[src/rtl/nx4_led_pkg.sv]
// Shared constants and swap-FSM state type for the LED driver front end.
package nx4_led_pkg;

  localparam int GS_BITS           = 12;
  localparam int CHANNELS_PER_CHIP = 16;
  localparam int FRAME_CNT_W       = 10;

  typedef enum logic [0:0] {
    IDLE    = 1'b0,
    PENDING = 1'b1
  } swap_state_t;

endpackage

[src/rtl/led_frame_buffer_if.sv]
// Host write port, driver read port and bank-swap handshake of the LED frame buffer.
interface led_frame_buffer_if
  import nx4_led_pkg::*;
#(
  parameter int CHAINS  = 12,
  parameter int SLOT_W  = 4,
  parameter int CHAIN_W = 4
);

  logic                      wr_valid;
  logic                      wr_ready;
  logic [CHAIN_W-1:0]        wr_chain;
  logic [SLOT_W-1:0]         wr_slot;
  logic [GS_BITS-1:0]        wr_data;
  logic                      wr_err;
  logic                      swap_req;
  logic                      swap_pending;
  logic                      swap_done;
  logic                      frame_sync;
  logic                      rd_en;
  logic [SLOT_W-1:0]         rd_slot;
  logic [CHAINS*GS_BITS-1:0] rd_data;
  logic                      front_bank;
  logic [FRAME_CNT_W-1:0]    frame_count;

  modport master (
    output wr_valid, wr_chain, wr_slot, wr_data, swap_req, frame_sync, rd_en, rd_slot,
    input  wr_ready, wr_err, swap_pending, swap_done, rd_data, front_bank, frame_count
  );

  modport slave (
    input  wr_valid, wr_chain, wr_slot, wr_data, swap_req, frame_sync, rd_en, rd_slot,
    output wr_ready, wr_err, swap_pending, swap_done, rd_data, front_bank, frame_count
  );

endinterface

[src/rtl/led_gamma_expand.sv]
// 8-bit to 12-bit square-law grayscale map: dout = (din*din) >> 4.
module led_gamma_expand
  import nx4_led_pkg::*;
(
  input  logic [7:0]         din,
  output logic [GS_BITS-1:0] dout
);

  logic [15:0] square_s;

  assign square_s = {8'd0, din} * {8'd0, din};
  assign dout     = square_s[15:4];

endmodule

[src/rtl/led_frame_buffer.sv]
// Double-buffered grayscale store feeding the LED chain shifters; banks swap only at frame_sync.
// Build option LED_FB_GAMMA_EN: square-law expand wr_data[7:0] before storage.
module led_frame_buffer
  import nx4_led_pkg::*;
#(
  parameter int CHAINS  = 12,
  parameter int CHIPS   = 1,
  parameter int SLOT_W  = 4,
  parameter int CHAIN_W = 4
) (
  input  logic               clock,
  input  logic               reset,
  led_frame_buffer_if.slave  bus
);

  localparam int               SLOTS     = CHIPS * CHANNELS_PER_CHIP;
  localparam logic [SLOT_W:0]  SLOT_LIM  = SLOTS[SLOT_W:0];
  localparam logic [CHAIN_W:0] CHAIN_LIM = CHAINS[CHAIN_W:0];

  logic [GS_BITS-1:0]        mem_r [0:1][0:SLOTS-1][0:CHAINS-1];
  swap_state_t               state_r;
  swap_state_t               state_nxt_s;
  logic                      swap_s;
  logic                      front_bank_r;
  logic                      wr_ready_r;
  logic                      wr_err_r;
  logic                      swap_done_r;
  logic [FRAME_CNT_W-1:0]    frame_count_r;
  logic [CHAINS*GS_BITS-1:0] rd_data_r;
  logic [CHAINS*GS_BITS-1:0] rd_word_s;
  logic                      wr_fire_s;
  logic                      wr_addr_ok_s;
  logic                      rd_addr_ok_s;
  logic [GS_BITS-1:0]        wr_value_s;

`ifdef LED_FB_GAMMA_EN
  led_gamma_expand u_gamma (
    .din  (bus.wr_data[7:0]),
    .dout (wr_value_s)
  );
`else
  assign wr_value_s = bus.wr_data;
`endif

  // Out-of-range writes are still accepted so the host never stalls on a bad address.
  assign wr_fire_s    = bus.wr_valid && wr_ready_r;
  assign wr_addr_ok_s = ({1'b0, bus.wr_slot} < SLOT_LIM) && ({1'b0, bus.wr_chain} < CHAIN_LIM);
  assign rd_addr_ok_s = ({1'b0, bus.rd_slot} < SLOT_LIM);

  // Swap FSM next state: a request coinciding with frame_sync swaps without pending.
  always_comb begin
    state_nxt_s = state_r;
    swap_s      = 1'b0;
    case (state_r)
      IDLE: begin
        if (bus.swap_req && bus.frame_sync) begin
          swap_s      = 1'b1;
          state_nxt_s = IDLE;
        end else if (bus.swap_req) begin
          state_nxt_s = PENDING;
        end else begin
          state_nxt_s = IDLE;
        end
      end
      PENDING: begin
        if (bus.frame_sync) begin
          swap_s      = 1'b1;
          state_nxt_s = IDLE;
        end else begin
          state_nxt_s = PENDING;
        end
      end
      default: begin
        state_nxt_s = IDLE;
      end
    endcase
  end

  // Control registers: FSM state, bank select, handshake flags and frame counter.
  always_ff @(posedge clock or posedge reset) begin
    if (reset) begin
      state_r       <= IDLE;
      front_bank_r  <= 1'b0;
      wr_ready_r    <= 1'b1;
      wr_err_r      <= 1'b0;
      swap_done_r   <= 1'b0;
      frame_count_r <= '0;
    end else begin
      state_r      <= state_nxt_s;
      front_bank_r <= front_bank_r ^ swap_s;
      wr_ready_r   <= (state_nxt_s != PENDING);
      wr_err_r     <= wr_fire_s && !wr_addr_ok_s;
      swap_done_r  <= swap_s;
      if (bus.frame_sync) begin
        frame_count_r <= frame_count_r + FRAME_CNT_W'(1'b1);
      end else begin
        frame_count_r <= frame_count_r;
      end
    end
  end

  // Back-bank write; bank select is pre-swap, so a write in the swap cycle lands in the old back bank.
  always_ff @(posedge clock) begin
    if (wr_fire_s && wr_addr_ok_s) begin
      mem_r[~front_bank_r][bus.wr_slot][bus.wr_chain] <= wr_value_s;
    end
  end

  // Gather one slot across all chains from the front bank.
  always_comb begin
    rd_word_s = '0;
    for (int k = 0; k < CHAINS; k++) begin
      rd_word_s[k*GS_BITS +: GS_BITS] = rd_addr_ok_s ? mem_r[front_bank_r][bus.rd_slot][k] : '0;
    end
  end

  // Registered read word, held while rd_en is low.
  always_ff @(posedge clock or posedge reset) begin
    if (reset) begin
      rd_data_r <= '0;
    end else if (bus.rd_en) begin
      rd_data_r <= rd_word_s;
    end else begin
      rd_data_r <= rd_data_r;
    end
  end

  assign bus.wr_ready     = wr_ready_r;
  assign bus.wr_err       = wr_err_r;
  assign bus.swap_pending = (state_r == PENDING);
  assign bus.swap_done    = swap_done_r;
  assign bus.front_bank   = front_bank_r;
  assign bus.frame_count  = frame_count_r;
  assign bus.rd_data      = rd_data_r;

endmodule

[src/flat_wrapper.sv]
// flat-port wrapper written by rule: the top's interface ports become plain ports
module led_frame_buffer_flat import nx4_led_pkg::*;
#(
  parameter int CHAINS  = 12,
  parameter int CHIPS   = 1,
  parameter int SLOT_W  = 4,
  parameter int CHAIN_W = 4
)
  (clock, reset, bus_wr_valid, bus_wr_chain, bus_wr_slot, bus_wr_data, bus_swap_req, bus_frame_sync, bus_rd_en, bus_rd_slot, bus_wr_ready, bus_wr_err, bus_swap_pending, bus_swap_done, bus_rd_data, bus_front_bank, bus_frame_count);
  led_frame_buffer_if #(.CHAINS(CHAINS), .SLOT_W(SLOT_W), .CHAIN_W(CHAIN_W)) bus_i ();
  input  logic clock;
  input  logic reset;
  input wire logic [$bits(bus_i.wr_valid)-1:0] bus_wr_valid;
  input wire logic [$bits(bus_i.wr_chain)-1:0] bus_wr_chain;
  input wire logic [$bits(bus_i.wr_slot)-1:0] bus_wr_slot;
  input wire logic [$bits(bus_i.wr_data)-1:0] bus_wr_data;
  input wire logic [$bits(bus_i.swap_req)-1:0] bus_swap_req;
  input wire logic [$bits(bus_i.frame_sync)-1:0] bus_frame_sync;
  input wire logic [$bits(bus_i.rd_en)-1:0] bus_rd_en;
  input wire logic [$bits(bus_i.rd_slot)-1:0] bus_rd_slot;
  output wire logic [$bits(bus_i.wr_ready)-1:0] bus_wr_ready;
  output wire logic [$bits(bus_i.wr_err)-1:0] bus_wr_err;
  output wire logic [$bits(bus_i.swap_pending)-1:0] bus_swap_pending;
  output wire logic [$bits(bus_i.swap_done)-1:0] bus_swap_done;
  output wire logic [$bits(bus_i.rd_data)-1:0] bus_rd_data;
  output wire logic [$bits(bus_i.front_bank)-1:0] bus_front_bank;
  output wire logic [$bits(bus_i.frame_count)-1:0] bus_frame_count;
  assign bus_i.wr_valid = bus_wr_valid;
  assign bus_i.wr_chain = bus_wr_chain;
  assign bus_i.wr_slot = bus_wr_slot;
  assign bus_i.wr_data = bus_wr_data;
  assign bus_i.swap_req = bus_swap_req;
  assign bus_i.frame_sync = bus_frame_sync;
  assign bus_i.rd_en = bus_rd_en;
  assign bus_i.rd_slot = bus_rd_slot;
  assign bus_wr_ready = bus_i.wr_ready;
  assign bus_wr_err = bus_i.wr_err;
  assign bus_swap_pending = bus_i.swap_pending;
  assign bus_swap_done = bus_i.swap_done;
  assign bus_rd_data = bus_i.rd_data;
  assign bus_front_bank = bus_i.front_bank;
  assign bus_frame_count = bus_i.frame_count;
  led_frame_buffer #(.CHAINS(CHAINS), .CHIPS(CHIPS), .SLOT_W(SLOT_W), .CHAIN_W(CHAIN_W)) u_core (.clock(clock), .reset(reset), .bus(bus_i));
endmodule
[config.mk]
export PLATFORM = sky130hd
export DESIGN_NAME = led_frame_buffer_flat
export DESIGN_NICKNAME = d
export VERILOG_FILES = /design/src/rtl/nx4_led_pkg.sv /design/src/rtl/led_frame_buffer_if.sv /design/src/rtl/led_gamma_expand.sv /design/src/rtl/led_frame_buffer.sv /design/src/flat_wrapper.sv
export SDC_FILE = /design/constraint.sdc
export NUM_CORES = 2
export LEC_CHECK = 0
export BUFFER_PORTS_ARGS = -buffer_cell sky130_fd_sc_hd__buf_4
export CORE_UTILIZATION = 52
export DETAILED_ROUTE_END_ITERATION = 7
export MAX_ROUTING_LAYER = met4
export PLACE_DENSITY = 0.71
export SYNTH_ARGS = -nofsm -noshare
export SYNTH_HDL_FRONTEND = slang
export SYNTH_MEMORY_MAX_BITS = 65536
export SYNTH_SLANG_ARGS = --single-unit
[constraint.sdc]
create_clock -name clock -period 11.6 [get_ports clock]
set_input_delay 1.74 -clock clock [delete_from_list [all_inputs] [get_ports clock]]
set_output_delay 1.74 -clock clock [all_outputs]
set_load 0.02 [all_outputs]
==> impl.org <==
** Synthesis
- After synthesis the netlist holds a flip-flop and latch count of 4767.
- Largest cells by area after synthesis :: edfxtp_1, mux4_2, mux2i_1, dfrtp_1, nor2_1
- Average instance area after synthesis :: around 21 um^2
- In the synthesized netlist, the number of instances is 8845.
- During synthesis, Yosys emitted a total of 0 warnings.
- Synthesis produced a netlist with a net count of 8876.
- Number of distinct standard cells referenced by the synthesized netlist :: 34
- Of the synthesized area, sequential elements account for 0.7735.
- Share of the synthesized area in the top cell type :: 0.7519
- Area of the mapped netlist :: 184000 um^2
- The biggest area contributor in the post-synthesis netlist is edfxtp_1.

** Cells and area
- Relative area change from synthesis to final layout :: 12.79%
- Leaving out fill and tap cells, the most frequent cell in the layout is edfxtp_1.
- After the flow finishes, the layout carries non-filler instances totaling 14474.
- Of the cells placed in the final design, the portion with a size suffix greater than 1 is 0.2426.
- The sequential cells in the finished layout cover a total of 142400 um^2.
- The library cells used most frequently in the layout, excluding fill and tap cells, are edfxtp_1, mux4_2, nor2_1.
- After the last flow step, the layout net total stands at between 9000 and 10000.
- Final-layout fill cell count :: 24710
- Multi-input logic area :: 39120 um^2
- For this run, the share of the core covered by cells in the final layout is 0.5890.

** STA
- Summed over all failing endpoints, the final setup total negative slack is 0 ps.
- The tightest hold path in the finished design has a slack of 476.3 ps.
- The smallest clock period supported by the final layout is computed as 5692 ps.
- Count of pins over their slew limit :: 0
- Tcrit/Tclk final :: 0.4907
- Maximum clock rate :: between 150 and 200 MHz
- Slew at the pin with the worst max-slew slack :: 1371 ps
- Across the routed clock network, the largest skew measured is a little under 60 ps.
- RSZ-0062 raised after global routing :: false
- Number of endpoints failing setup at the final stage :: 0
- The worst pin sits at a relative slew slack of 0.08249.
- The number of hold violations in the final report was 0.

** Drt
- After detailed routing, the number of remaining DRC violations is 0.
- In this run the top signal layer used is met4.
- After the first detailed-routing iteration, the DRC count stood at 13237.
- After detailed routing, the wire length on met1 is 183400 um.
- Wire segments on met3 add up to 50050 um in the final route.
- Routed len/inst :: 32.79 um
- Routed vias/inst :: between 6 and 7
- First-pass DRT Iterations :: 6
- The routed design uses 224900 um of met2 wire.
- Number of routed nets with antenna violations :: 0
- The final route contains 93595 vias.
- Total wire length :: 474600 um

** Clock network
- Number of clock sinks :: 4767
- Clock insertion delay at the later pin of the skew report :: 1000 ps
- Clock-pin slew was measured on the worst setup and hold paths at 60 ps.
- Cts hold-fix bufs :: 0
- The cell sitting at the root of the clock tree is a clkbuf_16.
- The longest clock path from root to sink contains 4 buffers.
- Buffers inserted during clock tree synthesis total 451.
- Total number of H-tree levels :: 5
- Clock tree from TritonCTS :: yes
- CTS-repair resized insts :: 0
- Buffers added to address setup during post-CTS repair amount to 0.

** GRT
- Pin count of the biggest net entering global routing :: 225
- For this run the aggregate overflow at the end of global routing stands at 0.
- In the global route stage, overall resource usage came out at 0.2724.
- The via count of the first global-routing pass is 92746.
- The first global-routing pass estimated approximately 680000 um of wire.
- Antenna violations before repair :: 16

** Status
- The flow ran to the end, and the final reports show no timing, DRC or antenna violations.

** Hold path
- Counting instances, the worst hold path has a depth of 1.
- The tightest min-delay check is of the reg2reg type.

** Die
- The die covers 356300 um^2.
- Number of placed I/O pins :: approximately 190
- Initial cell density of the core :: 0.5222
- After floorplanning, the core was divided into 218 placement rows.
- In this run the vertical extent of the chip is 596.9 um.
- The die is 596.9 um wide.
- The core region is 352400 um^2.

** Placed design
- Placed wire-length estimate :: 269100 um
- Count of buffers inserted at the top-level ports :: 188
- At the end of routability-driven placement, the weighted congestion stood at around 0.84.
- Counting tap cells, the placed design contains a total of ~14000 instances.

** Setup path
- The critical path is of the reg2reg type.
- STA classifies the critical path endpoint as a register.
- In this run the worst path has a maximum fanout of 93.
- Register-to-Register Path Depth :: 10
- STA puts the critical path data required time at 12450 ps.
- Kind of start point of the critical path :: register
- STA puts the critical path data arrival time at 6540 ps.

** Power and ir drop
- Total power after layout :: ~0.040 W
- Cell Pwr Density :: 190.3 nW/um^2
- Worst IR drop on VDD :: 0.2658 mV
- Pleak :: 67.46 nW

** Flow run
- Max-capacitance violation count :: 0
[cell type report]
| type | count | share of cell area |
|---|---|---|
| clock inverters | 259 | 0.01395 |
| clock buffers | 581 | 0.05814 |
| inverters | 146 | 0.002676 |
| diodes | 11 | 0.0001326 |
| well taps | 4730 | 0.02851 |
| flip-flops and latches | 4767 | 0.6858 |
| multi-input cells | 3406 | 0.1885 |
| repair buffers | 574 | 0.02233 |
[logic make-up (layout without fill, tap and decap cells)]
group / count (synthesis) / count (layout) / share of synthesized area
multiplexers: 1728 / 1728 / 0.1625
AO/OA/AOI/OAI: 578 / 578 / 0.02356
flip-flops: 4767 / 4767 / 0.7735
XOR/XNOR: 10 / 10 / 0.0004759
adder cells (fa/ha/maj): 1 / 1 / 0.00006797
buffers and inverters: 672 / 1560 / 0.01609
other: 0 / 11 / 0
AND/OR/NAND/NOR: 1089 / 1089 / 0.02381
[cell usage after synthesis]
library cell and number:
o22ai_1 144, edfxtp_1 4608, nand2_1 59, dfrtp_1 158, buf_1 27, buf_4 6, clkbuf_1 295, ha_1 1
o211ai_1 2, o31ai_1 1, a211oi_1 1, nand4_1 5, and3_1 1, mux2i_1 719, a221o_1 143, o221ai_1 143
mux2_2 1, nand3_1 17, buf_6 27, nor2_1 825, nor3_1 157, mux4_2 1008, buf_2 171, nor4_1 1
a21oi_1 144, nor2b_1 11, dfstp_2 1, inv_1 145, xor2_1 4, or2_1 1, and2_1 3, xnor2_1 6
inv_2 1, nand2b_1 9
[worst paths after layout]
path | from | end | slack [ps]
min in group asynchronous | reset | u_core.bus.rd_data[36]$_DFFE_PP0P_ | 780
max reg2reg | u_core.bus.front_bank$_DFF_PP0_ | u_core.bus.rd_data[71]$_DFFE_PP0P_ | 5910
min reg2reg | u_core.bus.frame_count[9]$_DFFE_PP0P_ | u_core.bus.frame_count[9]$_DFFE_PP0P_ | 480
min | u_core.bus.frame_count[9]$_DFFE_PP0P_ | u_core.bus.frame_count[9]$_DFFE_PP0P_ | 480
max in group asynchronous | reset | u_core.bus.rd_data[143]$_DFFE_PP0P_ | 8810
max | u_core.bus.front_bank$_DFF_PP0_ | u_core.bus.rd_data[71]$_DFFE_PP0P_ | 5910
[layer usage]
layer	global-route usage	up-vias
met2	0.4124	5942
li1	-	37427
met1	0.3788	49358
met4	0.09008	0
met3	0.04995	868
met5	-	-
[through the flow]
stage | area (um^2) | worst slack, ps
after floorplan | 184000 | 5570
after global placement | 192600 | 5315
after detailed placement | 192600 | 5231
after CTS | 207600 | 5766
after global routing | 207600 | 5544
final | 207600 | 5908
[critical path: stages, from the launching register on]
cell	delay, ps
dfrtp_4	750
buf_12	540
buf_4	760
buf_4	760
buf_4	640
buf_4	660
mux2i_1	280
o22ai_1	110
nor3_1	430
a21oi_1	80
a221o_1	360
[sequential cells by signal, indices dropped and copies added, names as in the netlist]
register,count
u_core.bus.frame_count,10
u_core.bus.front_bank,1
u_core.bus.rd_data,144
u_core.bus.swap_done,1
u_core.bus.swap_pending,1
u_core.bus.wr_err,1
u_core.bus.wr_ready,1
u_core.mem_r,4608
[where the power goes]
group	switching (W)	internal, W	leakage (nW)
clock network	0.00638	0.00856	7.28
logic	0.00300	0.00226	16.8
registers	0.000273	0.0190	43.3
Note: power is estimated with default switching activity, not from simulation.
